===== src/rtl/multi_servo_sweeper_if.sv =====
// Control and status bundle for multi_servo_sweeper: job requests and aborts in,
// per-channel PWM plus busy/done and a shared reject pulse out.
interface multi_servo_sweeper_if #(
  parameter int NUM_CH = 4,
  parameter int TURN_W = 4
);
  localparam int CH_W = (NUM_CH > 1) ? $clog2(NUM_CH) : 1;

  logic              start;
  logic [CH_W-1:0]   ch_sel;
  logic [TURN_W-1:0] num_turns;
  logic [NUM_CH-1:0] abort;
  logic [NUM_CH-1:0] pwm_out;
  logic [NUM_CH-1:0] busy;
  logic [NUM_CH-1:0] done;
  logic              err;

  modport master (
    output start, ch_sel, num_turns, abort,
    input  pwm_out, busy, done, err
  );

  modport slave (
    input  start, ch_sel, num_turns, abort,
    output pwm_out, busy, done, err
  );
endinterface


===== src/rtl/multi_servo_sweeper.sv =====
// N-channel servo sweeper: one shared PWM frame, per-channel sweep FSMs that run
// a latched number of 0->max->0 sweeps, with abort-to-zero and start rejection.
module multi_servo_sweeper #(
  parameter int NUM_CH    = 4,
  parameter int FRAME_CYC = 2_500_000,
  parameter int MIN_PULSE = 62_500,
  parameter int MAX_PULSE = 305_555,
  parameter int STEP      = 3000,
  parameter int PAUSE_CYC = 62_500_000,
  parameter int TURN_W    = 4
) (
  input  logic                  clk,
  input  logic                  rst,
  multi_servo_sweeper_if.slave  bus
);

  localparam int CH_W   = (NUM_CH > 1) ? $clog2(NUM_CH) : 1;
  localparam int CNT_W  = $clog2(FRAME_CYC);
  localparam int WAIT_W = (PAUSE_CYC > 1) ? $clog2(PAUSE_CYC) : 1;

  localparam logic [CNT_W-1:0]  MIN_PW     = CNT_W'(MIN_PULSE);
  localparam logic [CNT_W-1:0]  MAX_PW     = CNT_W'(MAX_PULSE);
  localparam logic [CNT_W-1:0]  FRAME_LAST = CNT_W'(FRAME_CYC - 1);
  localparam logic [WAIT_W-1:0] WAIT_LAST  = WAIT_W'(PAUSE_CYC - 1);

  typedef enum logic [2:0] {
    S_IDLE,
    S_PAUSE_LOW,
    S_SWEEP_UP,
    S_PAUSE_HIGH,
    S_SWEEP_DOWN,
    S_CHECK,
    S_RETURN
  } state_e;

  // Saturating steps are evaluated in 32 bits so neither direction can wrap.
  function automatic logic [CNT_W-1:0] step_up(input logic [CNT_W-1:0] pw);
    logic [31:0] sum;
    sum = 32'(pw) + 32'(STEP);
    return (sum >= 32'(MAX_PULSE)) ? MAX_PW : CNT_W'(sum);
  endfunction

  function automatic logic [CNT_W-1:0] step_down(input logic [CNT_W-1:0] pw);
    return (32'(pw) <= 32'(MIN_PULSE) + 32'(STEP)) ? MIN_PW : pw - CNT_W'(STEP);
  endfunction

  // Shared state
  logic [CNT_W-1:0]  frame_q, frame_d;
  logic              frame_tick;
  logic              start_q;
  logic              start_edge;
  logic              turns_ok;
  logic [NUM_CH-1:0] accept;
  logic              err_q, err_d;
  logic [NUM_CH-1:0] pwm_q, pwm_d;
  logic [NUM_CH-1:0] busy_q, busy_d;
  logic [NUM_CH-1:0] done_q, done_d;

  // Per-channel state
  state_e            state_q [NUM_CH];
  state_e            state_d [NUM_CH];
  logic [CNT_W-1:0]  pw_q    [NUM_CH];
  logic [CNT_W-1:0]  pw_d    [NUM_CH];
  logic [WAIT_W-1:0] wait_q  [NUM_CH];
  logic [WAIT_W-1:0] wait_d  [NUM_CH];
  logic [TURN_W-1:0] turn_q  [NUM_CH];
  logic [TURN_W-1:0] turn_d  [NUM_CH];
  logic [TURN_W-1:0] turns_q [NUM_CH];
  logic [TURN_W-1:0] turns_d [NUM_CH];

  always_comb begin
    frame_d    = (frame_q == FRAME_LAST) ? '0 : frame_q + CNT_W'(1);
    frame_tick = (frame_q == '0);
  end

  // Start qualification: a channel accepts only if it is addressed, idle and not
  // being aborted; an edge that no channel accepts is reported on err.
  always_comb begin
    start_edge = bus.start & ~start_q;
    turns_ok   = (bus.num_turns != '0);
    accept     = '0;
    for (int i = 0; i < NUM_CH; i++) begin
      accept[i] = start_edge && turns_ok && (bus.ch_sel == CH_W'(i))
                  && !busy_q[i] && !bus.abort[i];
    end
    err_d = start_edge & ~(|accept);
  end

  // NOTE: every signal written here gets a default before any branch, so no
  // path can leave it unassigned and infer a latch.
  always_comb begin
    pwm_d  = '0;
    busy_d = '0;
    done_d = '0;
    for (int i = 0; i < NUM_CH; i++) begin
      state_d[i] = state_q[i];
      pw_d[i]    = pw_q[i];
      wait_d[i]  = wait_q[i];
      turn_d[i]  = turn_q[i];
      turns_d[i] = turns_q[i];

      if (bus.abort[i] && state_q[i] != S_IDLE && state_q[i] != S_RETURN) begin
        state_d[i] = S_RETURN;
      end else begin
        unique case (state_q[i])
          S_IDLE: begin
            pw_d[i] = MIN_PW;
            if (accept[i]) begin
              turns_d[i] = bus.num_turns;
              turn_d[i]  = '0;
              wait_d[i]  = '0;
              state_d[i] = S_PAUSE_LOW;
            end
          end
          S_PAUSE_LOW: begin
            pw_d[i] = MIN_PW;
            if (wait_q[i] == WAIT_LAST) begin
              wait_d[i]  = '0;
              state_d[i] = S_SWEEP_UP;
            end else begin
              wait_d[i] = wait_q[i] + WAIT_W'(1);
            end
          end
          S_SWEEP_UP: begin
            if (frame_tick) begin
              if (pw_q[i] >= MAX_PW) state_d[i] = S_PAUSE_HIGH;
              else                   pw_d[i]    = step_up(pw_q[i]);
            end
          end
          S_PAUSE_HIGH: begin
            pw_d[i] = MAX_PW;
            if (wait_q[i] == WAIT_LAST) begin
              wait_d[i]  = '0;
              state_d[i] = S_SWEEP_DOWN;
            end else begin
              wait_d[i] = wait_q[i] + WAIT_W'(1);
            end
          end
          S_SWEEP_DOWN: begin
            if (frame_tick) begin
              if (pw_q[i] <= MIN_PW) state_d[i] = S_CHECK;
              else                   pw_d[i]    = step_down(pw_q[i]);
            end
          end
          S_CHECK: begin
            if (({1'b0, turn_q[i]} + {{TURN_W{1'b0}}, 1'b1}) >= {1'b0, turns_q[i]}) begin
              state_d[i] = S_IDLE;
              done_d[i]  = 1'b1;
            end else begin
              turn_d[i]  = turn_q[i] + TURN_W'(1);
              wait_d[i]  = '0;
              state_d[i] = S_PAUSE_LOW;
            end
          end
          S_RETURN: begin
            if (frame_tick) begin
              if (pw_q[i] <= MIN_PW) state_d[i] = S_IDLE;
              else                   pw_d[i]    = step_down(pw_q[i]);
            end
          end
          default: state_d[i] = S_IDLE;
        endcase
      end

      busy_d[i] = (state_d[i] != S_IDLE);
      pwm_d[i]  = (frame_q < pw_q[i]);
    end
  end

  // NOTE: state registers use non-blocking assignments so every flop samples
  // pre-edge values regardless of statement order.
  always_ff @(posedge clk or posedge rst) begin
    if (rst) begin
      frame_q <= '0;
      start_q <= 1'b0;
      err_q   <= 1'b0;
      pwm_q   <= '0;
      busy_q  <= '0;
      done_q  <= '0;
      for (int i = 0; i < NUM_CH; i++) begin
        state_q[i] <= S_IDLE;
        pw_q[i]    <= MIN_PW;
        wait_q[i]  <= '0;
        turn_q[i]  <= '0;
        turns_q[i] <= '0;
      end
    end else begin
      frame_q <= frame_d;
      start_q <= bus.start;
      err_q   <= err_d;
      pwm_q   <= pwm_d;
      busy_q  <= busy_d;
      done_q  <= done_d;
      for (int i = 0; i < NUM_CH; i++) begin
        state_q[i] <= state_d[i];
        pw_q[i]    <= pw_d[i];
        wait_q[i]  <= wait_d[i];
        turn_q[i]  <= turn_d[i];
        turns_q[i] <= turns_d[i];
      end
    end
  end

  assign bus.pwm_out = pwm_q;
  assign bus.busy    = busy_q;
  assign bus.done    = done_q;
  assign bus.err     = err_q;

endmodule


===== src/flat_wrapper.sv =====
// flat-port wrapper written by rule: the top's interface ports become plain ports
module multi_servo_sweeper_flat 
#(
  parameter int NUM_CH    = 4,
  parameter int FRAME_CYC = 2_500_000,
  parameter int MIN_PULSE = 62_500,
  parameter int MAX_PULSE = 305_555,
  parameter int STEP      = 3000,
  parameter int PAUSE_CYC = 62_500_000,
  parameter int TURN_W    = 4
)
  (clk, rst, bus_start, bus_ch_sel, bus_num_turns, bus_abort, bus_pwm_out, bus_busy, bus_done, bus_err);
  multi_servo_sweeper_if #(.NUM_CH(NUM_CH), .TURN_W(TURN_W)) bus_i ();
  input  logic clk;
  input  logic rst;
  input wire logic [$bits(bus_i.start)-1:0] bus_start;
  input wire logic [$bits(bus_i.ch_sel)-1:0] bus_ch_sel;
  input wire logic [$bits(bus_i.num_turns)-1:0] bus_num_turns;
  input wire logic [$bits(bus_i.abort)-1:0] bus_abort;
  output wire logic [$bits(bus_i.pwm_out)-1:0] bus_pwm_out;
  output wire logic [$bits(bus_i.busy)-1:0] bus_busy;
  output wire logic [$bits(bus_i.done)-1:0] bus_done;
  output wire logic [$bits(bus_i.err)-1:0] bus_err;
  assign bus_i.start = bus_start;
  assign bus_i.ch_sel = bus_ch_sel;
  assign bus_i.num_turns = bus_num_turns;
  assign bus_i.abort = bus_abort;
  assign bus_pwm_out = bus_i.pwm_out;
  assign bus_busy = bus_i.busy;
  assign bus_done = bus_i.done;
  assign bus_err = bus_i.err;
  multi_servo_sweeper #(.NUM_CH(NUM_CH), .FRAME_CYC(FRAME_CYC), .MIN_PULSE(MIN_PULSE), .MAX_PULSE(MAX_PULSE), .STEP(STEP), .PAUSE_CYC(PAUSE_CYC), .TURN_W(TURN_W)) u_core (.clk(clk), .rst(rst), .bus(bus_i));
endmodule

===== config.mk =====
export PLATFORM = sky130hd
export DESIGN_NAME = multi_servo_sweeper_flat
export DESIGN_NICKNAME = d
export VERILOG_FILES = /design/src/rtl/multi_servo_sweeper_if.sv /design/src/rtl/multi_servo_sweeper.sv /design/src/flat_wrapper.sv
export SDC_FILE = /design/constraint.sdc
export NUM_CORES = 1
export LEC_CHECK = 0
export ABC_AREA = 0
export CAP_MARGIN = 20
export CORE_ASPECT_RATIO = 2
export CORE_MARGIN = 2
export CORE_UTILIZATION = 60
export CTS_BUF_LIST = sky130_fd_sc_hd__clkbuf_4 sky130_fd_sc_hd__clkbuf_8
export DETAILED_ROUTE_END_ITERATION = 16
export GPL_TIMING_DRIVEN = 0
export MAX_ROUTING_LAYER = met4
export PLACE_DENSITY = 0.77
export SKIP_LAST_GASP = 1
export SYNTH_ARGS = -nofsm -noshare
export SYNTH_HDL_FRONTEND = slang
export SYNTH_SLANG_ARGS = --single-unit

===== constraint.sdc =====
create_clock -name clk -period 13.2 [get_ports clk]
set_clock_uncertainty 0.1 [all_clocks]
set_input_delay 2.64 -clock clk [delete_from_list [all_inputs] [get_ports clk]]
set_output_delay 2.64 -clock clk [all_outputs]
set_load 0.01 [all_outputs]

After elaboration in Yosys (flattened, before gate mapping)
Index checks and enable logic that the tools add are counted.

Flip-flop bits (word level): 272.

Magnitude comparators: 24. Multiplexer cells: 117. Bitwise logic cells: 8. Add/subtract/negate cells: 21. Reduce and logical (&&, ||, !) cells: 85. Equal/unequal tests: 60.

Operator list (number): $mux W22 (25); $pmux W22 S4 (4); $mux W26 (12); $pmux W26 S3 (4); $le A22 B16 Y1 const B (8); $ge A32 B19 Y1 const B (4); $mux W3 (40); $add A26 B1 Y26 const B (4); $eq A26 B26 Y1 const B (4); $add A22 B12 Y23 const B (4); $ge A22 B19 Y1 const B (4); $lt A22 B22 Y1 (4); $sub A22 B12 Y22 const B (4); $pmux W3 S7 (4); $eq A3 B3 Y1 const B (12); $reduce_bool A3 Y1 (12); $mux W4 (8); $pmux W4 S2 (4); $reduce_and A4 Y1 (8); $eq A3 B2 Y1 const B (8); $ne A2 B1 Y1 const B (12); $ne A2 B2 Y1 const B (12); $reduce_and A6 Y1 (4); $reduce_or A2 Y1 (12); other kinds (21) (98).

Depth between registers and ports, before layout
Depth after elaboration: 10. Mapped depth: 13. Depth with buffers taken out: 10.

Worst setup path before layout
OpenSTA, ideal clock, no wires.

Path kind: input-to-reg. From: input bus_start. To: register u_core.wait_q[71] (netlist name). Path slack: 8568 ps. Arrival: 4413 ps. Stages: 8. Library setup time: 119 ps. Cells stage by stage: nand2b_1 nor3_1 nand4_1 a21oi_2 clkbuf_1 o211ai_1 xnor2_1 and2_1.

Word-level cells in the longest chain between the ends: 7.

RTL lines: start: declaration (line flat_wrapper.sv:16) `input wire logic [$bits(bus_i.start)-1:0] bus_start;`; $and A1 B1 Y1 (line multi_servo_sweeper.sv:79) `start_edge = bus.start & ~start_q;`; $logic_and A1 B1 Y1 (2 in series) (line multi_servo_sweeper.sv:83) `accept[i] = start_edge && turns_ok && (bus.ch_sel == CH_W'(i))`; $logic_and A1 B1 Y1 (2 in series) (line multi_servo_sweeper.sv:84) `&& !busy_q[i] && !bus.abort[i];`; $ne A2 B1 Y1 (no line); $reduce_and A4 Y1 (no line); end signal: indexed assignment (line multi_servo_sweeper.sv:197) `wait_q[i] <= wait_d[i];`; end: declaration (line multi_servo_sweeper.sv:64) `logic [WAIT_W-1:0] wait_q [NUM_CH];`.

Every way passes these cells. A chain may end at the register's enable or synchronous reset.

Final worst setup path
From: input bus_num_turns[0]. To: register u_core.wait_q[77] (netlist name).

Word-level cells in the longest chain between the ends: 7.

RTL lines: start: declaration (line flat_wrapper.sv:18) `input wire logic [$bits(bus_i.num_turns)-1:0] bus_num_turns;`; $reduce_bool A4 Y1 (line multi_servo_sweeper.sv:80) `turns_ok = (bus.num_turns != '0);`; $logic_and A1 B1 Y1 (2 in series) (line multi_servo_sweeper.sv:83); $logic_and A1 B1 Y1 (2 in series) (line multi_servo_sweeper.sv:84); $ne A2 B1 Y1 (no line); $reduce_and A4 Y1 (no line).

Every way passes these cells.

==> results.toml <==
[run_status]
status = "completed"

[setup_path]
start_kind = "primary input"
cp-end-kind = "flop"
cp_max_fo = 10
crit_required_ns = 13.58
cp.arrival_ns = 6.79
worstSetupPathType = "primary input to flop"

[global_route]
grt_usage = 0.418
grt_pass1_vias = 21800
antenna_found_initial = 1
globalRouteOverflowTotal = 0
grt_max_degree = 123
grt_pass1_wl_mm = 115

[logic_synthesis]
yosys_warnings = 0
async_flop_share = 1.00
synth_area_mm2 = 0.0210
ys_seq_elements = 268
avgSynthCellArea_um2 = 8.16
synthesis.nets = 2701
synth_edf_count = 0
yosys.cell_types.count = 113
yosys.area.top_type = "dfrtp_1"
synth_top_area_share = 0.286
syn-instance-count = 2570
ys_seq_area_frac = 0.322
synthFlopType = "dfrtp_1"
synth_area_leaders = "dfrtp_1, ha_1, o21ai_0, nor2_1, nand2_1"

[power_and_ir_drop]
combPwrFrac = 0.566
p_per_area_mw_per_mm2 = 196
finalPower_w = 0.00446
power_leakage_nw = 9.65
power_frac_clock = 0.183
swShare = 0.495
p_int_w = 0.00225
vdd_ir_drop_max_mv = 0.127
p_sw_w = 0.00221
seqPwrFrac = 0.251

[run]
cap_violations = 0

[clock_tree]
htreeDepth = 2
cts-resized-gates = 0
cts_made_buffers = 41
cts_tree = "yes"
cts_setup_buffers = 0
clkSinkCount = 268
cts_buffer_depth = 3
clk_pin_slew_ns = 0.06
ctsHoldBuffers = 0
clock_latency_ns = 0.64
clockRootBuffer = "clkbuf_8"

[sta]
fin_crit_ns = 6.42
fmax_ghz = 0.156
tns_ns = 0
tightest_slew_ns = 1.16
maxSlewViolCount = 0
finalSetupViolCount = 0
period_share = 0.486
final_hold_viol_count = 0
rsz0062_at_grt = "false"
slew_headroom = 0.218

[placed_design]
place.gp.congestion = 1.05
port-buffer-count = 25
dp_hpwl_mm = 54.2

[final_layout]
final_cell_mix = "dfrtp_1, nor2_1, nand2_1"
finish.utilization = 0.663
area_growth_pct = 8.58
final_common_cell = "dfrtp_1"
drive_above_1_share = 0.0917
nets = 2772

[detailed_routing]
drc = 0
ant_nets = 0
vias = 21600
vias_per_cell = 6.94
drt-total-wl_mm = 73.9
drt_iter0_markers = 1701
routedWlPerCell_um = 23.8
drt-pass1-iter-count = 8

[hold_path]
hold_path.class = "flop to flop"

[floorplan]
std_cell_rows = 96
io_pins = 26
core_mm2 = 0.0344
start_util = 0.610
die_w_um = 136
die_h_um = 268
dieArea_mm2 = 0.0365
## metrics by stage
stage / worst slack [ns] / std cells / cell area (um2) / hold WS (ns)
after detailed placement: 6.32 / 3038 / 21800 / 0.375
after global placement: -0.347 / 3036 / 21800 / 0.361
final: 6.78 / 3113 / 22800 / 0.393
after CTS: 6.94 / 3111 / 22800 / 0.391
after global routing: 6.70 / 3113 / 22800 / 0.423
after floorplan: 3.12 / 2570 / 21000 / 0.337
## per-layer routing
layer / part of all wire / GRT usage / up-vias
met5: 0 / - / -
met4: 0.099 / 0.366 / 0
met3: 0.062 / 0.0798 / 489
met2: 0.51 / 0.725 / 1071
met1: 0.33 / 0.385 / 10300
li1: - / - / 9705
## final timing paths
path                       cells past startpoint  slack, ns                 end               start
min in group asynchronous                      2       2.37   u_core.turns_q[1]                 rst
max reg2reg                                   10       8.88     u_core.pw_q[68]  u_core.frame_q[17]
max                                            8       6.78   u_core.wait_q[77]    bus_num_turns[0]
min                                            2       0.39   u_core.turns_q[0]   u_core.turns_q[0]
min reg2reg                                    2       0.39   u_core.turns_q[0]   u_core.turns_q[0]
max in group asynchronous                      3       9.62  u_core.frame_q[13]                 rst
## logic make-up after synthesis
family                   synth area share
adder cells (fa/ha/maj)            0.0704
buffers and inverters              0.0560
flip-flops                          0.322
multiplexers                       0.0146
AO/OA/AOI/OAI                       0.265
AND/OR/NAND/NOR                     0.232
XOR/XNOR                           0.0405
## worst max-delay path, cell delays in order
cell	delay, ns
clkdlybuf4s50_1	0.80
nor4_1	0.14
nor3_1	0.85
nand4_1	0.71
a21oi_2	0.65
nor2_2	0.17
nor2_1	0.66
nor3_1	0.16
## final cells by class
class	count	area, um2
buffer	140	678
clock inverter	11	160
tap	441	552
inverter	132	503
timing repair buffer	28	310
clock buffer	62	766
fill	2999	11600
sequential	268	6740
antenna	1	2.50
multi-input combinational	2030	13100
## Yosys cell counts (14+ instances only)
| cell type | count |
|---|---|
| and2_1 | 15 |
| xnor2_1 | 66 |
| dfrtp_1 | 240 |
| or3_1 | 28 |
| nor3_1 | 99 |
| o22ai_1 | 18 |
| buf_2 | 45 |
| xor2_1 | 31 |
| nand2_1 | 224 |
| o21a_1 | 22 |
| and3_1 | 43 |
| nor2_1 | 231 |
| nor2b_1 | 24 |
| nor4_1 | 28 |
| a31oi_1 | 48 |
| mux2i_1 | 16 |
| a211o_1 | 16 |
| a21oi_1 | 153 |
| a211oi_1 | 22 |
| clkbuf_1 | 74 |
| o21ai_0 | 213 |
| o31ai_1 | 51 |
| o21ai_1 | 17 |
| and4_1 | 14 |
| a21o_1 | 39 |
| dfstp_2 | 28 |
| ha_1 | 118 |
| inv_1 | 124 |
| o41ai_1 | 19 |
| nand4_1 | 57 |
| nand3_1 | 90 |
| nand2b_1 | 40 |
| a22oi_1 | 17 |
| o211ai_1 | 38 |
## power by group through the flow
stage / logic (W) / registers [W] / clock network [W]
6_report: 0.00253 / 0.00112 / 0.000816
5_1_grt: 0.00271 / 0.00113 / 0.000851
4_1_cts: 0.00242 / 0.00111 / 0.000816
3_5_place_dp: 0.00240 / 0.00113 / 0
3_3_place_gp: 0.00237 / 0.00112 / 0
2_1_floorplan: 0.00173 / 0.00109 / 0
## registers in the layout, indices dropped and copies added, names as in the netlist
signal and cells:
u_core.turn_q 16, u_core.start_q 1, u_core.wait_q 104, u_core.bus.err 1, u_core.pw_q 84, u_core.turns_q 16
u_core.frame_q 22, u_core.state_q 12, u_core.bus.done 4, u_core.bus.busy 4, u_core.bus.pwm_out 4
(Power assumes the default switching activity.)
